## src/rtl/mem_stage_control.sv

```systemverilog
// MEM-stage control: resolves BNE/BEQ/Jump/Jr into PCSrc + Redirect + multi-cycle Flush, and sequences data-memory accesses with Stall.
// Outputs registered one cycle after the ControlM sample; define MEM_TIMEOUT_EN to abort stuck accesses (sticky MemTimeout).
module mem_stage_control #(
  parameter int unsigned FLUSH_CYCLES = 2,
  parameter int unsigned WAIT_LIMIT   = 15
) (
  input  logic       clk,
  input  logic       reset,
  input  logic [5:0] ControlM,
  input  logic       ZeroM,
  input  logic       MemReady,
  output logic [1:0] PCSrc,
  output logic       Redirect,
  output logic       Flush,
  output logic       Stall,
  output logic       MemReq,
  output logic       MemWe,
  output logic       MemTimeout
);

  if (FLUSH_CYCLES == 0 || FLUSH_CYCLES > 15 || WAIT_LIMIT == 0 || WAIT_LIMIT > 255) begin : g_param_check
    $error("mem_stage_control: FLUSH_CYCLES must be 1..15 and WAIT_LIMIT 1..255");
  end

  typedef enum logic [1:0] {
    S_IDLE     = 2'd0,
    S_FLUSH    = 2'd1,
    S_MEM_WAIT = 2'd2
  } state_t;

  localparam logic [3:0] FLUSH_LOAD = 4'(FLUSH_CYCLES - 1);
  localparam state_t     TAKEN_NEXT = (FLUSH_CYCLES > 1) ? S_FLUSH : S_IDLE;

  state_t     r_state;
  logic [3:0] r_flush_cnt;
  logic [1:0] r_pcsrc;
  logic       r_redirect;
  logic       r_flush;
  logic       r_stall;
  logic       r_mem_req;
  logic       r_mem_we;

  logic       w_jr;
  logic       w_jump;
  logic       w_beq_taken;
  logic       w_bne_taken;
  logic       w_taken;
  logic       w_mem_access;
  logic [1:0] w_target;

  assign w_jr         = ControlM[5];
  assign w_jump       = ControlM[4];
  assign w_beq_taken  = ControlM[1] & ZeroM;
  assign w_bne_taken  = ControlM[0] & ~ZeroM;
  assign w_taken      = w_jr | w_jump | w_beq_taken | w_bne_taken;
  assign w_mem_access = ControlM[2] | ControlM[3];

  // Jr outranks Jump, which outranks either conditional branch
  always_comb begin
    w_target = 2'b00;
    if (w_jr)
      w_target = 2'b11;
    else if (w_jump)
      w_target = 2'b10;
    else if (w_beq_taken || w_bne_taken)
      w_target = 2'b01;
  end

`ifdef MEM_TIMEOUT_EN
  localparam logic [7:0] WAIT_LAST = 8'(WAIT_LIMIT - 1);

  logic [7:0] r_wait_cnt;
  logic       r_timeout;
`endif

  always_ff @(posedge clk or posedge reset) begin
    if (reset) begin
      r_state     <= S_IDLE;
      r_flush_cnt <= 4'd0;
      r_pcsrc     <= 2'b00;
      r_redirect  <= 1'b0;
      r_flush     <= 1'b0;
      r_stall     <= 1'b0;
      r_mem_req   <= 1'b0;
      r_mem_we    <= 1'b0;
`ifdef MEM_TIMEOUT_EN
      r_wait_cnt  <= 8'd0;
      r_timeout   <= 1'b0;
`endif
    end else begin
      case (r_state)
        S_IDLE: begin
          r_pcsrc    <= 2'b00;
          r_redirect <= 1'b0;
          r_flush    <= 1'b0;
          r_stall    <= 1'b0;
          r_mem_req  <= 1'b0;
          r_mem_we   <= 1'b0;
          // A taken transfer squashes any memory bits riding on the same bundle
          if (w_taken) begin
            r_pcsrc     <= w_target;
            r_redirect  <= 1'b1;
            r_flush     <= 1'b1;
            r_flush_cnt <= FLUSH_LOAD;
            r_state     <= TAKEN_NEXT;
          end else if (w_mem_access) begin
            r_mem_req <= 1'b1;
            r_mem_we  <= ControlM[3];
            r_stall   <= 1'b1;
            r_state   <= S_MEM_WAIT;
`ifdef MEM_TIMEOUT_EN
            r_wait_cnt <= 8'd0;
`endif
          end
        end

        S_FLUSH: begin
          r_pcsrc    <= 2'b00;
          r_redirect <= 1'b0;
          if (r_flush_cnt == 4'd0) begin
            r_flush <= 1'b0;
            r_state <= S_IDLE;
          end else begin
            r_flush_cnt <= r_flush_cnt - 4'd1;
          end
        end

        S_MEM_WAIT: begin
          if (MemReady) begin
            r_mem_req <= 1'b0;
            r_mem_we  <= 1'b0;
            r_stall   <= 1'b0;
            r_state   <= S_IDLE;
`ifdef MEM_TIMEOUT_EN
          end else if (r_wait_cnt == WAIT_LAST) begin
            r_mem_req <= 1'b0;
            r_mem_we  <= 1'b0;
            r_stall   <= 1'b0;
            r_timeout <= 1'b1;
            r_state   <= S_IDLE;
          end else begin
            r_wait_cnt <= r_wait_cnt + 8'd1;
`endif
          end
        end

        default: begin
          r_state <= S_IDLE;
        end
      endcase
    end
  end

  assign PCSrc    = r_pcsrc;
  assign Redirect = r_redirect;
  assign Flush    = r_flush;
  assign Stall    = r_stall;
  assign MemReq   = r_mem_req;
  assign MemWe    = r_mem_we;
`ifdef MEM_TIMEOUT_EN
  assign MemTimeout = r_timeout;
`else
  assign MemTimeout = 1'b0;
`endif

endmodule

```

## config.mk

```make
export PLATFORM = sky130hd
export DESIGN_NAME = mem_stage_control
export DESIGN_NICKNAME = d
export VERILOG_FILES = /design/src/rtl/mem_stage_control.sv
export SDC_FILE = /design/constraint.sdc
export NUM_CORES = 1
export LEC_CHECK = 0
export BUFFER_PORTS_ARGS = -buffer_cell sky130_fd_sc_hd__buf_2
export CAP_MARGIN = 10
export CORE_MARGIN = 8
export CORE_UTILIZATION = 30
export CTS_CLUSTER_DIAMETER = 120
export DETAILED_ROUTE_END_ITERATION = 10
export PLACE_DENSITY_LB_ADDON = 0.2
export SLEW_MARGIN = 0
export SYNTH_ARGS = -nofsm -noshare
export SYNTH_HDL_FRONTEND = slang
export SYNTH_SLANG_ARGS = --single-unit
```

## constraint.sdc

```tcl
create_clock -name clk -period 2.13 [get_ports clk]
set_clock_uncertainty 0.2 [all_clocks]
set_input_delay 0.1065 -clock clk [delete_from_list [all_inputs] [get_ports clk]]
set_output_delay 0.1065 -clock clk [all_outputs]
set_load 0.01 [all_outputs]
```

Word level (Yosys, flattened, before mapping). Index checks and enable logic that the tools add are counted.

Register bits after elaboration: 12. Output and inout port bits: 8. Word-level logic and storage cells: 55.

Add/subtract/negate cells: 1. Equal/unequal tests: 7. Mux-type cells: 24. Bitwise gates (word level): 7. Reductions and logical operators: 9.

Operator list (count): 2-bit two-way mux (7); 1-bit two-way mux (8); 4-bit two-way mux (2); 2-bit inequality test (second input constant) (4); 1-bit case mux with 2 select lines (4); 4-bit case mux with 2 select lines (1); 2-bit case mux with 3 select lines (1); 3-bit AND reduction (2); 4-bit zero test (1); 1-bit OR (4); 2-bit case mux with 2 select lines (1); 2-bit AND reduction (2); 2-bit nonzero test (2); 4-bit by 1-bit subtractor with 4-bit output (second input constant) (1); 3-bit inequality test (second input constant) (1); 1-bit bitwise AND (2); 2-bit by 1-bit == test with 1-bit output (second input constant) (1); 2-bit == test (second input constant) (1); 2-bit zero test (1); 1-bit logical OR (1); 1-bit inverter (1).

Logic depth before layout (Yosys ltp). Gate-level depths: netlist of run 1.

Depth in word-level cells: 8. Depth in mapped cells: 6.

Worst setup path before layout of run 1. OpenSTA, ideal clock, no wires.

Path kind: register to register. From: register r_flush_cnt[0]. To: register r_flush_cnt[1]. Library setup time: 0.074 ns. Arrival time: 1.343 ns. Required time: 1.856 ns. Slack: 0.513 ns. Stages on the path, launching flop included: 7. Period minus slack after synthesis: 1.617 ns. Cell sequence: dfrtp_1 inv_1 ha_1 or3b_1 buf_6 a21o_1 a21oi_2.

Word-level cells in the longest chain between the ends: 3. Elaborated cells between the ends (all ways): 6. Classes of those cells: add/sub (1); eq/ne (1); mux (2); reduce/logical (2).

Ends and longest elaborated chain: start: declaration (line 35) `logic [3:0] r_flush_cnt;`; start signal: assignment (line 124) `r_flush_cnt <= r_flush_cnt - 4'd1;`; 4-bit by 1-bit subtractor with 4-bit output / 4-bit zero test (equally long branches) (line 124, 120); 4-bit two-way mux / 2-bit inequality test (equally long branches); 4-bit case mux with 2 select lines / 3-bit AND reduction (equally long branches).

Parallel ways exist; a longest one is shown, timed or not. The select of a mux whose other input is x is not followed. A chain may end at the register's enable or synchronous reset.

Worst setup path in the final report of run 1.
From: input port ControlM[5]. To: register r_mem_req (netlist: MemReq).

Word-level cells in the longest chain between the ends: 5.

Ends and longest elaborated chain: start: declaration (line 9) `input logic [5:0] ControlM,`; 1-bit OR (3 in series) (line 55) `assign w_taken = w_jr | w_jump | w_beq_taken | w_bne_taken;`; 1-bit two-way mux (line 100) `if (w_taken) begin`; 1-bit case mux with 2 select lines (line 91) `case (r_state)`; end signal: assignment (line 84) `r_mem_req <= 1'b0;`; end signal: assignment (line 97) `r_mem_req <= 1'b0;`; end signal: assignment (line 107) `r_mem_req <= 1'b1;`; end: declaration (line 40) `logic r_mem_req;`.

Every way passes these cells.

==> results of run 1 <==
==> sequential cells by signal, summed over array words and instances, names as in the netlist <==
| register | flops |
|---|---|
| r_state | 2 |
| r_flush_cnt | 4 |
| Flush | 1 |
| Redirect | 1 |
| MemWe | 1 |
| PCSrc | 2 |
| MemReq | 1 |
==> per-layer routing <==
metal	vias to the layer above	routed length (µm)	part of all wire [%]
met2	10	603	45
met4	0	17	1.3
met1	248	620	47
li1	269	-	-
met5	-	0	0
met3	2	88	6.6
==> power by group <==
group          total (mW)  leakage (nW)  switching, mW  internal, mW
Clock               0.176        0.0210         0.0717         0.104
Combinational       0.397         0.238          0.214         0.183
Sequential          0.383         0.153         0.0676         0.315
==> timing repair <==
action | in CTS | in global routing
buffers inserted | 0 | 0
hold buffers | 7 | 0
endpoints found under the hold margin | 16 | 0
gates resized for setup | 0 | 0
==> synthesized netlist by cell type, drive strengths merged <==
| cell | n | share of area (%) |
|---|---|---|
| a211o | 1 | 1.4 |
| a21bo | 1 | 1.6 |
| a21boi | 1 | 1.2 |
| a21o | 1 | 1.2 |
| a21oi | 6 | 5.9 |
| a22o | 1 | 1.4 |
| a31oi | 1 | 0.99 |
| and3 | 2 | 2.0 |
| buf | 5 | 5.7 |
| conb | 1 | 0.59 |
| dfrtp | 12 | 47 |
| ha | 2 | 3.9 |
| inv | 5 | 3.0 |
| mux2i | 1 | 1.6 |
| nand2 | 7 | 4.1 |
| nand2b | 1 | 0.99 |
| nand3b | 1 | 1.2 |
| nand4 | 1 | 0.99 |
| nand4b | 1 | 1.4 |
| nor2 | 2 | 1.2 |
| nor2b | 2 | 2.0 |
| nor3 | 2 | 1.6 |
| o2111ai | 2 | 2.8 |
| o21ai | 3 | 2.4 |
| o21bai | 1 | 1.2 |
| o31ai | 1 | 1.2 |
| or3b | 1 | 1.4 |
==> worst min-delay path: cells and delay by family <==
kind                   cells  cell delay [ns]
buffers and inverters      1             0.09
AOI/OAI and AO/OA          2             0.27
==> area by class of cell <==
type	instances	area, µm²
fillers	209	1164
flip-flops and latches	12	300.3
multi-input cells	43	279.0
repair buffers	23	150.1
clock buffers	4	36.28
well taps	27	33.78
inverters	5	18.77
==> layout by cell type, fill, tap and decap left out, drive strengths merged <==
master and count:
nand4b 1, dlygate4sd3 7, nand4 1, conb 1
o21ai 3, ha 2, a31oi 1, a22o 1
or3b 1, o2111ai 2, clkbuf 4, nor2b 2
nor3 2, nand2b 1, inv 5, a21o 1
a21boi 1, nand2 7, nand3b 1, nor2 2
a21bo 1, o21bai 1, a21oi 6, o31ai 1
dfrtp 12, and3 2, mux2i 1, a211o 1
buf 16
==> metrics by stage <==
step	cells	power, mW
detailed placement	103	0.7779
finish	114	0.9550
global placement	103	0.7710
floorplan	65	0.6955
CTS	114	0.9737
global route	114	1.044
==> cells by family after synthesis <==
logic type                 Yosys count
and+or+nand+nor                     20
AOI/OAI and AO/OA                   19
DFF                                 12
buffers and inverters               10
adders and majority gates            2
muxes                                1
other                                1
==> how the worst max path moves through the flow <==
stage	from	end	slack (ns)
after floorplan	r_flush_cnt[0]	r_flush_cnt[1]	0.51
after global placement	r_flush_cnt[0]	r_flush_cnt[1]	0.46
after detailed placement	r_flush_cnt[0]	r_flush_cnt[1]	0.43
after CTS	ControlM[5]	MemReq	0.27
after global routing	ControlM[5]	MemReq	0.18
final	ControlM[5]	MemReq	0.23
==> flow_summary.yaml, run 1 <==
worst_setup_path:
  crit_chain: "dlygate4sd3_1, buf_2, nor2_1, o2111ai_1, dlygate4sd3_1, nand2_1"
  cp.required_ns: 2.14
  critPathTopFamily: "buffers and inverters"
  path_depth: 6
  worst-r2r-cell-count: 4
  critical_path.endpoint_type: "flip-flop"
  critical_path.max_fanout: 6
  crit_path_start_kind: "input pin"
  ff2ff_setup_slack_ns: 0.32
  worst_path_most_repeated_cell: "sky130_fd_sc_hd__dlygate4sd3_1"
  worst_path_max_delay_cell: "sky130_fd_sc_hd__dlygate4sd3_1"
  critPathMaxStageDelay_ns: 0.59
  arrival_ns: 1.91
  rr_endpoint: "MemReq"
  critical_path_class: "in -> reg"
  critical_path_buf_inv_count: 3
  critical_path.reg2reg.startpoint: "r_state[1]"
place:
  dpl.hpwl_um: 999.4
  preCtsSetupSlack_ns: 0.4327
  standard_cell_area_after_detailed_placement_um2: 711.9
  port_buffer_cells: 16
  gp_congestion: 0.7599
finish:
  syn_to_final_growth_pct: 28.99
  drive_gt1_share_pct: 26.44
  num_antenna_cells: 0
  final_core_util_pct: 41.29
  nets: 100
  final_area_um2: 818.3
worst_hold_path:
  hold_depth: 3
  holdCritStartpoint: "ControlM[4]"
  worstHoldEndpoint: "PCSrc[0]"
  holdCritPathClass: "in -> reg"
grt:
  grt_start_max_net_pins: 13
  met2_global_route_usage_pct: 11.21
  grt_usage_pct: 7.832
  first_pass_grt_wire_length_um: 2145
  via_count_of_the_first_global_routing_pass: 484
  use_met3_pct: 3.909
  grt_antenna_before_repair: 0
  global_route.usage.met1_pct: 9.416
  grt.busiest_layer: "met2"
  grt.overflow.total: 0
sta:
  hold_viol: 0
  report.final.slew_viol_count: 0
  fmax_mhz: 525.2
  tightest_slew_margin_relative_to_the_limit_pct: 67.53
  hold_slack_ns: 0.02530
  unrepaired_setup_endpoints_after_global_routing: "false"
  worst-slew-pin-transition_ns: 0.4735
  final_report_setup_violation_count: 0
  setup_ws_post_layout_ns: 0.2261
  min_period_over_period_pct: 89.39
  layout_min_cycle_time_ns: 1.904
  setup-tns-final_ns: 0
clocking:
  cts-buffers-inserted: 3
  clk_pin_slew_ns: 0.08
  clock_path_buffers: 2
  ctsRootBufferMaster: "sky130_fd_sc_hd__clkbuf_4"
  cts.sinks: 12
  insertion_delay_ns: 0.27
  htree_num_levels: 1
  cts_tree: "done"
synthesis:
  yosys-mux-area-fraction_pct: 1.578
  synth_cell_type_count: 30
  syn_avg_cell_area_um2: 9.759
  ys.warnings.count: 0
  postSynthRegisterBits: 12
  syn-num-nets: 77
  syn_inst: 65
  synth_top_family_by_area: "compound AO/OA/AOI/OAI gates"
  post_synthesis_adder_cell_area_fraction_pct: 3.945
  synth_xor_xnor_area_share_pct: 0
  post_synth_and_or_nand_nor_area_fraction_pct: 16.77
  yosysSeqAreaShare_pct: 47.34
  synth.cell_area_um2: 634.4
  post_synthesis_compound_gate_area_fraction_pct: 21.10
floorplan:
  initial_core_util_pct: 32.01
  die_w_um: 61.99
  floorplan.rows: 16
  floorplan.die_area_um2: 3842
  boundaryPins: 18
  core_area_um2: 1982
  die_y_um: 61.99
detailed_routing:
  dr_vias: 529
  remaining_drc_errors: 0
  viasPerCell: 4.640
  number_of_drc_violations_after_detailed_routing_iteration_0: 5
  detail_route.wirelength_um: 1329
  postRouteAntennaNets: 0
  detail_route.first_pass.iterations: 4
  avgRoutedWirePerCell_um: 11.66
power_and_ir_drop:
  powerDensity_nw_per_um2: 1167
  ir_worst_vdd_uv: 672.0
  cellLeakagePower_nw: 0.4122
run:
  cap_violations: 0
outcome:
  run_status: "complete, no violations"
(Power assumes the default switching activity.)
==> inputs of run 2 (changes only) <==
--- a/config.mk
+++ b/config.mk
@@ -8,7 +8,7 @@
 export BUFFER_PORTS_ARGS = -buffer_cell sky130_fd_sc_hd__buf_2
 export CAP_MARGIN = 10
 export CORE_MARGIN = 8
-export CORE_UTILIZATION = 30
+export CORE_UTILIZATION = 48
 export CTS_CLUSTER_DIAMETER = 120
 export DETAILED_ROUTE_END_ITERATION = 10
 export PLACE_DENSITY_LB_ADDON = 0.2
==> flow_summary.yaml, run 2 (synthesized netlist as in run 1, its figures left out) <==
sta:
  setup-tns-final_ns: 0
  worst-slew-pin-transition_ns: 0.5874
  report.final.slew_viol_count: 0
  fmax_mhz: 542.3
  hold_viol: 0
  layout_min_cycle_time_ns: 1.844
  tightest_slew_margin_relative_to_the_limit_pct: 60.76
  unrepaired_setup_endpoints_after_global_routing: "false"
  final_report_setup_violation_count: 0
  hold_slack_ns: 0.01870
  setup_ws_post_layout_ns: 0.2858
  min_period_over_period_pct: 86.58
floorplan:
  boundaryPins: 18
  initial_core_util_pct: 50.00
  floorplan.rows: 13
  die_y_um: 52.36
  floorplan.die_area_um2: 2741
  die_w_um: 52.36
  core_area_um2: 1269
place:
  dpl.hpwl_um: 967.7
  port_buffer_cells: 16
  gp_congestion: 0.7321
  preCtsSetupSlack_ns: 0.4124
  placedCellCount: 91
worst_setup_path:
  crit_chain: "dlygate4sd3_1, buf_2, nor2_1, o2111ai_1, dlygate4sd3_1, nand2_1"
  critPathMaxStageDelay_ns: 0.59
  critPathTopFamily: "buffers and inverters"
  arrival_ns: 1.86
  crit_path_start_kind: "input pin"
  critical_path.endpoint_type: "flip-flop"
  critical_path_class: "in -> reg"
  ff2ff_setup_slack_ns: 0.31
  critical_path_buf_inv_count: 3
  worst_path_most_repeated_cell: "sky130_fd_sc_hd__dlygate4sd3_1"
  worst_path_max_delay_cell: "sky130_fd_sc_hd__dlygate4sd3_1"
  cp.required_ns: 2.14
  critical_path.max_fanout: 6
grt:
  grt_start_max_net_pins: 13
  first_pass_grt_wire_length_um: 2277
  via_count_of_the_first_global_routing_pass: 530
  grt_antenna_before_repair: 0
  grt_usage_pct: 10.95
  grt.overflow.total: 0
detailed_routing:
  detail_route.first_pass.iterations: 2
  postRouteAntennaNets: 0
  detail_route.wirelength_um: 1360
  number_of_drc_violations_after_detailed_routing_iteration_0: 4
  avgRoutedWirePerCell_um: 13.47
  viasPerCell: 5.257
  dr_vias: 531
  remaining_drc_errors: 0
finish:
  highest_count_cells_in_the_layout_ignoring_fill_and_taps: "sky130_fd_sc_hd__buf_2 (16), sky130_fd_sc_hd__dfrtp_1 (12), sky130_fd_sc_hd__nand2_1 (7), sky130_fd_sc_hd__dlygate4sd3_1 (7), sky130_fd_sc_hd__inv_1 (5)"
  syn_to_final_growth_pct: 24.46
  fin_cells: 101
  largest_register_ffs: 4
  final_common_cell: "sky130_fd_sc_hd__buf_2"
  num_antenna_cells: 0
  registers.top_by_ff_count: "r_flush_cnt"
  drive_gt1_share_pct: 25.58
  nets: 100
clocking:
  clock_path_buffers: 2
  clk_pin_slew_ns: 0.07
  cts-buffers-inserted: 3
  insertion_delay_ns: 0.27
  htree_num_levels: 1
  cts_tree: "done"
  cts.sinks: 12
  ctsRootBufferMaster: "sky130_fd_sc_hd__clkbuf_4"
  cts-resized-gates: 0
power_and_ir_drop:
  ir_worst_vdd_uv: 671.2
  cellLeakagePower_nw: 0.3998
  powerDensity_nw_per_um2: 1161
worst_hold_path:
  holdCritPathClass: "in -> reg"
outcome:
  run_status: "complete, no violations"
run:
  cap_violations: 0
-- run 2: cell count changes in the layout (fill, tap and decap cells not counted), sizes merged --
cell    delta
clkbuf     -1
-- run 2: timing repair --
item / in CTS / in global routing
hold buffers: 7 / 0
buffers inserted: 0 / 0
endpoints found under the hold margin: 16 / 0
-- run 2: tightest hold or removal path: cells and delay by family --
family / cells / cell delay [ns]
simple gates: 1 / 0.08
buf+inv: 1 / 0.09
compound gates: 2 / 0.17
-- run 2: where the power goes --
part,internal [mW],switching [mW]
Clock,0.0654,0.0685
Sequential,0.315,0.0676
Combinational,0.180,0.220
-- run 2: final cells by class --
class / count / area [µm²]
Timing Repair Buffer: 23 / 150.1
Multi-Input combinational cell: 43 / 279.0
Clock buffer: 3 / 22.52
Inverter: 5 / 18.77
Fill cell: 105 / 479.2
Sequential cell: 12 / 300.3
Tap cell: 15 / 18.77
-- run 2: final timing paths --
path                        startpoint        endpoint  cells after the start
max                        ControlM[5]          MemReq                      6
min                        ControlM[4]      r_state[1]                      4
max reg2reg                 r_state[1]          MemReq                      4
min reg2reg                   PCSrc[1]        PCSrc[1]                      2
max in group asynchronous        reset        PCSrc[0]                      3
min in group asynchronous        reset  r_flush_cnt[2]                      3
-- run 2: routing by layer --
metal / vias up / share of wire [%] / global-route usage [%]
li1: 267 / - / -
met1: 253 / 41 / 11.55
met2: 9 / 52 / 18.58
met3: 2 / 6.1 / 5.966
met4: 0 / 0.59 / 2.586
met5: - / 0 / 0
-- run 2: per-stage QoR --
| stage | power, mW | cell area, µm² | util, % |
|---|---|---|---|
| after global routing | 0.9947 | 789.5 | 62.23 |
| final | 0.9162 | 789.5 | 62.23 |
| after floorplan | 0.6955 | 634.4 | - |
| after detailed placement | 0.7746 | 696.9 | 54.93 |
| after global placement | 0.7636 | 696.9 | 54.93 |
| after CTS | 0.9253 | 789.5 | 62.23 |
